**src/rtl/demux1x2_stream.sv**
```systemverilog
// Packet-aware 1-to-2 stream demultiplexer with a small FWFT FIFO per output.
// The route is locked for the whole packet so that beats of one packet never split across outputs.
module demux1x2_stream #(
  parameter int unsigned WIDTH = 8,
  parameter int unsigned DEPTH = 2
) (
  input  logic             clk,
  input  logic             rst,
  input  logic             s,
  input  logic [WIDTH-1:0] in_data,
  input  logic             in_valid,
  input  logic             in_last,
  output logic             in_ready,
  output logic [WIDTH-1:0] out0_data,
  output logic             out0_last,
  output logic             out0_valid,
  input  logic             out0_ready,
  output logic [WIDTH-1:0] out1_data,
  output logic             out1_last,
  output logic             out1_valid,
  input  logic             out1_ready,
  output logic             busy,
  output logic [7:0]       pkt0_cnt,
  output logic [7:0]       pkt1_cnt
);

  localparam int unsigned PW = $clog2(DEPTH);
  localparam int unsigned CW = PW + 1;

  typedef enum logic {
    IDLE = 1'b0,
    LOCK = 1'b1
  } state_e;

  state_e           state_q, state_d;
  logic             route_q, route_d;
  logic             dest;
  logic             accept;
  logic [1:0]       full;
  logic [1:0]       empty;
  logic [1:0]       push;
  logic [1:0]       pop;
  logic [1:0]       pop_rdy;
  logic [1:0]       head_last;
  logic [WIDTH-1:0] head_data [2];
  logic [7:0]       cnt [2];

  assign pop_rdy = {out1_ready, out0_ready};

  // s only matters on the first beat; mid-packet the latched route wins
  always_comb begin
    dest = s;
    if (state_q == LOCK) dest = route_q;
  end

  assign in_ready = !full[dest];
  assign accept   = in_valid & in_ready;
  assign busy     = (state_q == LOCK);

  always_ff @(posedge clk or posedge rst) begin
    if (rst) begin
      state_q <= IDLE;
      route_q <= 1'b0;
    end else begin
      state_q <= state_d;
      route_q <= route_d;
    end
  end

  always_comb begin
    state_d = state_q;
    route_d = route_q;
    case (state_q)
      IDLE: begin
        if (accept && !in_last) begin
          state_d = LOCK;
          route_d = s;
        end
      end
      LOCK: begin
        if (accept && in_last) state_d = IDLE;
      end
      default: state_d = IDLE;
    endcase
  end

  for (genvar k = 0; k < 2; k++) begin : g_fifo
    logic [WIDTH:0]  mem_q [DEPTH];
    logic [PW-1:0]   wr_ptr_q;
    logic [PW-1:0]   rd_ptr_q;
    logic [CW-1:0]   count_q;
    logic [7:0]      cnt_q;

    assign full[k]  = (count_q == CW'(DEPTH));
    assign empty[k] = (count_q == '0);
    assign push[k]  = accept & (dest == 1'(k));
    assign pop[k]   = !empty[k] & pop_rdy[k];

    always_ff @(posedge clk or posedge rst) begin
      if (rst) begin
        wr_ptr_q <= '0;
        rd_ptr_q <= '0;
        count_q  <= '0;
        cnt_q    <= '0;
      end else begin
        if (push[k]) wr_ptr_q <= wr_ptr_q + PW'(1);
        if (pop[k])  rd_ptr_q <= rd_ptr_q + PW'(1);
        if (push[k] && !pop[k])      count_q <= count_q + CW'(1);
        else if (!push[k] && pop[k]) count_q <= count_q - CW'(1);
        if (push[k] && in_last) cnt_q <= cnt_q + 8'd1;
      end
    end

    // Storage needs no reset: the head is masked to zero while empty
    always_ff @(posedge clk) begin
      if (push[k]) mem_q[wr_ptr_q] <= {in_last, in_data};
    end

    assign head_data[k] = empty[k] ? '0 : mem_q[rd_ptr_q][WIDTH-1:0];
    assign head_last[k] = empty[k] ? 1'b0 : mem_q[rd_ptr_q][WIDTH];
    assign cnt[k]       = cnt_q;
  end

  assign out0_data  = head_data[0];
  assign out0_last  = head_last[0];
  assign out0_valid = !empty[0];
  assign out1_data  = head_data[1];
  assign out1_last  = head_last[1];
  assign out1_valid = !empty[1];
  assign pkt0_cnt   = cnt[0];
  assign pkt1_cnt   = cnt[1];

endmodule

```
**config.mk**
```make
export PLATFORM = sky130hd
export DESIGN_NAME = demux1x2_stream
export DESIGN_NICKNAME = d
export VERILOG_FILES = /design/src/rtl/demux1x2_stream.sv
export SDC_FILE = /design/constraint.sdc
export NUM_CORES = 1
export LEC_CHECK = 0
export BUFFER_PORTS_ARGS = -buffer_cell sky130_fd_sc_hd__buf_2
export CAP_MARGIN = 20
export CELL_PAD_IN_SITES_DETAIL_PLACEMENT = 1
export CELL_PAD_IN_SITES_GLOBAL_PLACEMENT = 1
export CORE_UTILIZATION = 44
export CTS_CLUSTER_SIZE = 10
export DETAILED_ROUTE_END_ITERATION = 6
export HOLD_SLACK_MARGIN = 0.1
export PLACE_DENSITY_LB_ADDON = 0.1
export RECOVER_POWER = 100
export REMOVE_ABC_BUFFERS = 1
export SLEW_MARGIN = 20
export SYNTH_ARGS = -nofsm -noshare
export SYNTH_HDL_FRONTEND = slang
export SYNTH_SLANG_ARGS = --single-unit
export TNS_END_PERCENT = 50
```
**constraint.sdc**
```tcl
create_clock -name clk -period 2.12 [get_ports clk]
set_clock_uncertainty 0.1 [all_clocks]
set_input_delay 0.212 -clock clk [delete_from_list [all_inputs] [get_ports clk]]
set_output_delay 0.212 -clock clk [all_outputs]
set_load 0.01 [all_outputs]
```
After elaboration in Yosys (flattened, before gate mapping):

Memory sizes are Yosys's and may differ from the RTL's.
Cells that the tools add are included.

* magnitude comparators: 1
* equality and inequality tests: 2
* reductions and logical operators: 21
* bitwise operators: 7
* multiplexer cells: 18
* $add $sub $neg: 10

Operators by type and width (count)
* 8-bit by 1-bit adder with 8-bit output (second input constant): 2
* 8-bit two-way mux: 2
* 1-bit two-way mux: 11
* 1-bit logical AND: 8
* 1-bit zero test: 8
* 2-bit two-way mux: 4
* 1-bit bitwise AND: 5
* 1-bit adder (second input constant): 4
* 2-bit by 1-bit adder with 2-bit output (second input constant): 2
* 2-bit equality test (second input constant): 2
* 2-bit zero test: 2
* 2-bit nonzero test: 2
* 2-bit by 1-bit subtractor with 2-bit output (second input constant): 2
* 1-bit by 2-bit less-than comparator with 1-bit output (second input constant): 1
* 1-bit NOT: 2
* 1-bit one-hot mux with 2 select lines: 1
* 2-bit AND reduction: 1

* register bits: 26
* logic and storage cells: 71
* output and inout bits: 38
* memory bits (writable): 36
* memories: 2
* input port bits: 15

Memories
* g_fifo[0].mem_q: words 2, bits a word 9, rd ports 1, clocked after Yosys merged registers in 0, wr ports 1, line 88 `logic [WIDTH:0] mem_q [DEPTH];`
* g_fifo[1].mem_q: words 2, bits a word 9, rd ports 1, clocked after Yosys merged registers in 0, wr ports 1, line 88

Longest topological paths before layout:

Gate-level depths: netlist of the first run.

* depth in word-level cells: 10
* depth in mapped cells: 7
* depth with buffers taken out: 7

Worst setup path before layout of the first run:

No wires, ideal clock.

* kind: flip-flop to flip-flop
* from: register (tool-made name)
* to: memory g_fifo[0].mem_q[0][0] (netlist name), enable pin
* buffers on the path: 0
* period minus slack after synthesis: 1.903 ns
* arrival time: 1.429 ns
* setup time: 0.374 ns
* setup slack: 0.217 ns
* required time: 1.646 ns
* stages on the path, launching flop included: 4
* cell sequence: dfrtp_1 > mux2i_4 > nand3_2 > nor2_1

RTL lines (line)
* end, declared: 88

Worst setup path after layout of the first run:

* from: input s
* to: memory g_fifo[1].mem_q[0][1] (netlist name), enable pin

* word-level cells in the longest chain between the ends: 8

Ends and longest elaborated chain
* start, declared: line 9 `input logic s,`
* 1-bit two-way mux (*): line 53 `if (state_q == LOCK) dest = route_q;`
* 1-bit two-way mux (not written as such) (2 in a row): line 56 `assign in_ready = !full[dest];`
* 1-bit zero test: line 56
* 1-bit bitwise AND: line 57 `assign accept = in_valid & in_ready;`
* 1-bit bitwise AND (*): line 96 `assign push[k] = accept & (dest == 1'(k));`
* 1-bit two-way mux (*): line 116 `if (push[k]) mem_q[wr_ptr_q] <= {in_last, in_data};`
* 1-bit two-way mux (not written as such) (*): line 116
* end, declared: line 88

Mark *: on every way between the ends. The rest lies on a longest branch, timed or not. The select of a mux whose other input is x is not followed.

==> qor.yml, run 1 <==
run_status: "complete, no violations"
grt_pass1_vias: 1731
route.antenna.remaining_nets: 0
worstSkewPairLatency_ns: 0.33
final_instance_area_sq_mm: 0.00318
detailedRoute.firstPassIterationCount: 3
routedLengthMet1_um: 2200
coreArea_sq_mm: 0.00564
synth.area.top_cells: "sky130_fd_sc_hd__edfxtp_1 41%, sky130_fd_sc_hd__dfrtp_1 25%, sky130_fd_sc_hd__mux2i_1 7.2%"
r2r.worst_path.cells: 4
period_minus_slack_ns: 1.97
max_cap_viol_count: 0
nFillCells: 613
rr_endpoint: "pkt0_cnt[7]"
timing.final.setup_violations: 0
total_leakage_power_nw: 1.33
cp-startpoint: "s"
worst_path_largest_cell_delay_ns: 0.53
synth_commonest_cells: "36 x sky130_fd_sc_hd__edfxtp_1, 34 x sky130_fd_sc_hd__nor2_1, 26 x sky130_fd_sc_hd__dfrtp_1"
synthesis.instances: 187
detail_route.wl_per_cell_um: 15.0
hold_violations: 0
via_per_inst: 4.90
final_layout_size_suffix_gt1_share_pct: 8.55
timing.final.crit_share_pct: 92.9
pwr_density_cell_mw_per_mm2: 1340
cp_data_required_time_ns: 1.98
dp_hpwl_um: 3490
area_of_the_multi_input_gates_sq_um: 810
mappedNetlistArea_sq_mm: 0.00264
drt_wl_total_um: 5120
global_route_total_overflow: 0
area_growth_pct: 20.6
routed.top_layer: "met4"
post_cts_buffers: 0
yosys.cell_count.top_type: "sky130_fd_sc_hd__edfxtp_1"
critical_path_arrival_ns: 1.83
tightestPinTransition_ns: 0.669
worst_setup_hold_path_clk_slew_ns: 0.06
clock_tree_from_tritoncts: "yes"
clock_path_buffers: 2
ys_warn_count: 0
met2RoutedLength_um: 2630
setup.reg_to_reg.worst_slack_ns: 0.20
synthFlopType: "sky130_fd_sc_hd__edfxtp_1"
fmaxAchievable_ghz: 0.508
number_of_cell_rows: 27
yosys.area.top_type_share_pct: 40.9
start_util_pct: 46.8
drt_iter0_drc: 69
synth.distinct_cells: 26
dieArea_sq_mm: 0.00632
path_common_cell: "sky130_fd_sc_hd__clkbuf_1"
clk_root_buffer_cell: "sky130_fd_sc_hd__clkbuf_8"
setup_tns_final_ns: 0
syn_area_per_cell_sq_um: 14.1
grt_start_max_net_pins: 27
numClockSinks: 62
met3_wirelength_um: 200
critical_path.cell_chain: "dlygate4sd3_1 > clkbuf_1 > mux2_1 > nand3_4 > nor2_1 > clkbuf_1"
num_antenna_cells: 0
cts_made_buffers: 9
gp_congestion: 0.653
crit_path_end_kind: "flop"
initial_antenna_violation_count: 0
dpl-instance-area_sq_mm: 0.00302
yosysTopAreaCell: "sky130_fd_sc_hd__edfxtp_1"
cts_max_level: 3
grt_pass1_wl_um: 8370
seqCellArea_sq_mm: 0.00173
die_x_um: 79.5
vdd_drop_max_mv: 0.619
yosys_register_bits: 62
grt_usage_pct: 18.3
setup.worst_path.end: "g_fifo[1].mem_q[0][1]"
io_pins: 53
buffers_on_ports: 52
rsz_0062_raised_after_global_routing: "false"
min-delay-path-class: "in -> reg"
route.detailed.drc: 0
worst_path_max_delay_cell: "sky130_fd_sc_hd__dlygate4sd3_1"
synth_edf_count: 36
criticalPathCategory: "in -> reg"
floorplan.die.height_um: 79.5
maxSlewHeadroom_pct: 55.4
synth.yosys.seq_area_share_pct: 65.6
nets: 284
startpoint_type: "input pin"
timing.critical_path.fanout_max: 9
ys_async_sr_fraction_pct: 41.9
max_slew_violation_count: 0
routed-via-count: 1670
## worst min-delay path by stage
stage             start                         end  slack (ns)  depth (start not counted)
2_1_floorplan       rst  asynchronous set/reset pin        0.15                          1
3_3_place_gp        rst                     route_q        0.19                          3
3_5_place_dp        rst                     route_q        0.19                          3
4_1_cts         in_last       g_fifo[0].mem_q[0][8]        0.15                          1
5_1_grt        in_valid          g_fifo[1].wr_ptr_q        0.12                          3
6_report       in_valid          g_fifo[1].wr_ptr_q        0.11                          3
## metrics by stage
step	std cells	hold WS, ns	worst slack (ns)	power [mW]	utilization (%)
final	341	0.111	0.151	4.27	56.4
after global routing	341	0.124	0.0389	4.55	56.4
after CTS	341	0.149	0.180	4.47	58.7
after detailed placement	314	0.193	0.182	3.50	53.5
after global placement	314	0.188	0.233	3.46	53.5
after floorplan	185	0.152	0.217	2.91	-
## cell usage in the layout (no fill, tap or decap), types with 3 or more instances in the layout
cell type	count
sky130_fd_sc_hd__clkbuf_1	52
sky130_fd_sc_hd__nor3_1	4
sky130_fd_sc_hd__inv_1	8
sky130_fd_sc_hd__nand4_1	3
sky130_fd_sc_hd__dfrtp_1	26
sky130_fd_sc_hd__edfxtp_1	36
sky130_fd_sc_hd__buf_2	4
sky130_fd_sc_hd__nand2_1	8
sky130_fd_sc_hd__xnor2_1	8
sky130_fd_sc_hd__dlygate4sd3_1	12
sky130_fd_sc_hd__xor2_1	16
sky130_fd_sc_hd__nor2_1	34
sky130_fd_sc_hd__clkbuf_8	9
sky130_fd_sc_hd__nand3_1	6
sky130_fd_sc_hd__ha_1	4
sky130_fd_sc_hd__mux2i_1	19
## registers in the layout (all words and copies together), names as in the netlist, named ones only
| register | cells |
|---|---|
| g_fifo.count_q | 4 |
| g_fifo.rd_ptr_q | 2 |
| g_fifo.mem_q | 36 |
| route_q | 1 |
| pkt1_cnt | 8 |
| pkt0_cnt | 8 |
| g_fifo.wr_ptr_q | 2 |
## power breakdown
group          switching [mW]  internal, mW
logic                   0.780         0.611
clock network           0.409         0.532
registers               0.327          1.61
## worst max-delay path, delay by kind of cell
family / cells / cell delay (ns)
mux: 1 / 0.26
simple gates: 2 / 0.22
buf+inv: 3 / 1.15
## kinds of logic (layout without fill, tap and decap cells)
| family | Yosys count | after routing | share of synthesized area (%) |
|---|---|---|---|
| muxes | 24 | 24 | 9.90 |
| DFF | 62 | 62 | 65.6 |
| AOI/OAI and AO/OA | 1 | 1 | 0.474 |
| buffers and inverters | 10 | 92 | 1.52 |
| xor gates and xnor gates | 24 | 24 | 7.96 |
| and+or+nand+nor | 62 | 62 | 12.7 |
| adders and majority gates | 4 | 4 | 1.89 |
## routing by layer
| metal | up-vias | GRT usage (%) |
|---|---|---|
| li1 | 801 | - |
| met1 | 822 | 20.9 |
| met2 | 41 | 31.8 |
| met3 | 6 | 4.69 |
| met4 | 0 | 8.73 |
| met5 | - | 0 |
## cell type report
type                            instances  area share [%]
Clock inverter                          3            1.22
Tap cell                               72            2.83
Multi-Input combinational cell        115            25.4
Sequential cell                        62            54.4
Timing Repair Buffer                   69            11.0
Inverter                                8           0.943
Clock buffer                           12            4.24
## repair_timing
action,CTS,global route
gates resized for setup,0,0
hold endpoints to repair,61,0
hold buffers,12,0
(Power assumes the default switching activity.)
==> run 2, diff against run 1 <==
Settings changed: ABC_AREA from default to 1, CORE_UTILIZATION 44 to 42.
==> qor.yml, run 2 <==
via_per_inst: 4.86
crit_path_end_kind: "output pin"
gp_congestion: 0.681
maxSlewHeadroom_pct: 54.5
timing.final.setup_violations: 0
max_ffs_per_register: 36
synth_commonest_cells: "88 x sky130_fd_sc_hd__nand2_1, 36 x sky130_fd_sc_hd__edfxtp_1, 26 x sky130_fd_sc_hd__dfrtp_1"
yosys.cell_count.top_type: "sky130_fd_sc_hd__nand2_1"
timing.critical_path.fanout_max: 9
yosysTopAreaCell: "sky130_fd_sc_hd__edfxtp_1"
detailedRoute.firstPassIterationCount: 5
synthesis.instances: 266
holdCritStartpoint: "in_valid"
syn_area_per_cell_sq_um: 10.4
dp_hpwl_um: 4220
pwr_density_cell_mw_per_mm2: 1400
synth.yosys.seq_area_share_pct: 62.7
rsz_0062_raised_after_global_routing: "false"
floorplan.die.height_um: 83.1
critical_path_arrival_ns: 1.61
total_leakage_power_nw: 1.45
mappedNetlistArea_sq_mm: 0.00276
drt_wl_total_um: 6160
detail_route.wl_per_cell_um: 14.4
synth.distinct_cells: 26
numClockSinks: 62
clock_tree_from_tritoncts: "yes"
drt_iter0_drc: 81
tightestPinTransition_ns: 0.683
setup_tns_final_ns: 0
num_antenna_cells: 0
buffers_on_ports: 52
ys_warn_count: 0
layout_common_cells: "88 x sky130_fd_sc_hd__nand2_1, 49 x sky130_fd_sc_hd__clkbuf_1, 36 x sky130_fd_sc_hd__edfxtp_1, 26 x sky130_fd_sc_hd__dfrtp_1, 22 x sky130_fd_sc_hd__inv_1"
routed-via-count: 2086
fmaxAchievable_ghz: 0.521
dieArea_sq_mm: 0.00691
yosys_register_bits: 62
hold-path-endpoint: "route_q"
timing.final.crit_share_pct: 90.5
criticalPathCategory: "reg -> out"
min-delay-path-class: "in -> reg"
max_slew_violation_count: 0
seqCellArea_sq_mm: 0.00173
startpoint_type: "flop"
worstSkewPairLatency_ns: 0.34
synth_edf_count: 36
largest-register: "g_fifo.mem_q"
die_x_um: 83.1
final_layout_size_suffix_gt1_share_pct: 11.1
coreArea_sq_mm: 0.00635
grt_start_max_net_pins: 27
routed.top_layer: "met4"
routedLengthMet1_um: 2600
pre_cts_worst_setup_slack_ns: 0.302
number_of_cell_rows: 29
nFillCells: 750
yosys.area.top_type_share_pct: 39.1
synth.area.top_cells: "sky130_fd_sc_hd__edfxtp_1 39%, sky130_fd_sc_hd__dfrtp_1 24%, sky130_fd_sc_hd__nand2_1 12%"
worst_slack_ns: 0.200
nets: 366
area_growth_pct: 24.2
final_core_util_pct: 54.0
global_route_total_overflow: 0
ys_async_sr_fraction_pct: 41.9
rr_endpoint: "g_fifo[0].mem_q[1][4]"
max_cap_viol_count: 0
timing.hold.worst_path_depth: 4
worst_setup_hold_path_clk_slew_ns: 0.07
met3_wirelength_um: 242
clock_path_buffers: 2
setup.reg_to_reg.worst_slack_ns: 0.21
vdd_drop_max_mv: 0.627
area_of_the_multi_input_gates_sq_um: 878
run_status: "complete, no violations"
io_pins: 53
cts_made_buffers: 9
grt_pass1_vias: 2138
final_common_cell: "sky130_fd_sc_hd__nand2_1"
route.antenna.remaining_nets: 0
hold_violations: 0
initial_antenna_violation_count: 0
cp_data_required_time_ns: 1.81
met2RoutedLength_um: 3190
clk_root_buffer_cell: "sky130_fd_sc_hd__clkbuf_8"
grt_usage_pct: 19.4
period_minus_slack_ns: 1.92
r2r.worst_path.cells: 6
post_cts.resized_instances: 0
start_util_pct: 43.5
route.detailed.drc: 0
synthFlopType: "sky130_fd_sc_hd__edfxtp_1"
grt_pass1_wl_um: 10300
cts_max_level: 3
## run 2: cell types whose count changed after synthesis, sizes merged, moves of 6 or more
| cell | delta |
|---|---|
| a21oi | +21 |
| inv | +17 |
| mux2i | -20 |
| nand2 | +84 |
| nor2 | -17 |
| o21ai | +9 |
| xor2 | -6 |
## run 2: cells by family (layout without fill, tap and decap cells)
kind of cell,after synthesis,in the layout,share of synthesized area (%)
AOI/OAI and AO/OA,30,30,5.43
DFF,62,62,62.7
xor gates and xnor gates,16,16,5.34
and+or+nand+nor,124,124,20.3
buffers and inverters,30,116,4.44
adders and majority gates,4,4,1.81
## run 2: worst max-delay path by stage
| stage | cells past startpoint | from | slack, ns | to |
|---|---|---|---|---|
| 3_5_place_dp | 10 | flop | 0.30 | g_fifo[1].count_q[1] |
| 3_3_place_gp | 8 | g_fifo[1].count_q[0] | 0.41 | g_fifo[1].count_q[1] |
| 5_1_grt | 6 | flop | 0.10 | g_fifo[0].mem_q[1][4] |
| 6_report | 4 | g_fifo[1].count_q[0] | 0.20 | out1_last |
| 2_1_floorplan | 7 | g_fifo[0].count_q[0] | 0.41 | g_fifo[0].count_q[1] |
| 4_1_cts | 10 | flop | 0.23 | g_fifo[1].count_q[1] |
## run 2: final cells by class
| class | count | area share (%) |
|---|---|---|
| inverters | 27 | 2.95 |
| flip-flops and latches | 62 | 50.5 |
| clock inverters | 5 | 3.10 |
| repair buffers | 73 | 10.9 |
| well taps | 77 | 2.81 |
| multi-input cells | 174 | 25.6 |
| clock buffers | 11 | 4.12 |
## run 2: per-stage QoR
stage,instances,hold WS (ns),power (mW),instance area (sq um)
floorplan,263,0.152,2.93,2740
detailed placement,401,0.203,3.65,3170
finish,429,0.161,4.79,3430
global placement,401,0.193,3.57,3170
CTS,429,0.143,4.99,3530
global route,429,0.174,5.12,3430
## run 2: report_power, final
group | switching, mW | leakage, nW | internal, mW
combinational | 1.11 | 0.671 | 0.583
clock | 0.465 | 0.120 | 0.815
sequential | 0.218 | 0.655 | 1.60
total | 1.79 | 1.45 | 3.00
## run 2: routing by layer
| metal | GRT usage (%) | vias to the layer above |
|---|---|---|
| met5 | 0 | - |
| li1 | - | 1023 |
| met2 | 32.9 | 49 |
| met3 | 3.18 | 11 |
| met1 | 24.2 | 1003 |
| met4 | 9.40 | 0 |
## run 2: timing repair
| item | CTS | global route |
|---|---|---|
| endpoints found under the hold margin | 64 | 0 |
| hold buffers | 12 | 0 |
| setup endpoints to repair | 0 | 0 |
| buffers inserted | 0 | 0 |
## run 2: critical path, stage by stage (launching register included)
cell                       delay, ns
sky130_fd_sc_hd__dfrtp_1        0.42
sky130_fd_sc_hd__nor2_1         0.18
sky130_fd_sc_hd__clkbuf_1       0.38
sky130_fd_sc_hd__a21oi_1        0.11
sky130_fd_sc_hd__buf_2          0.17
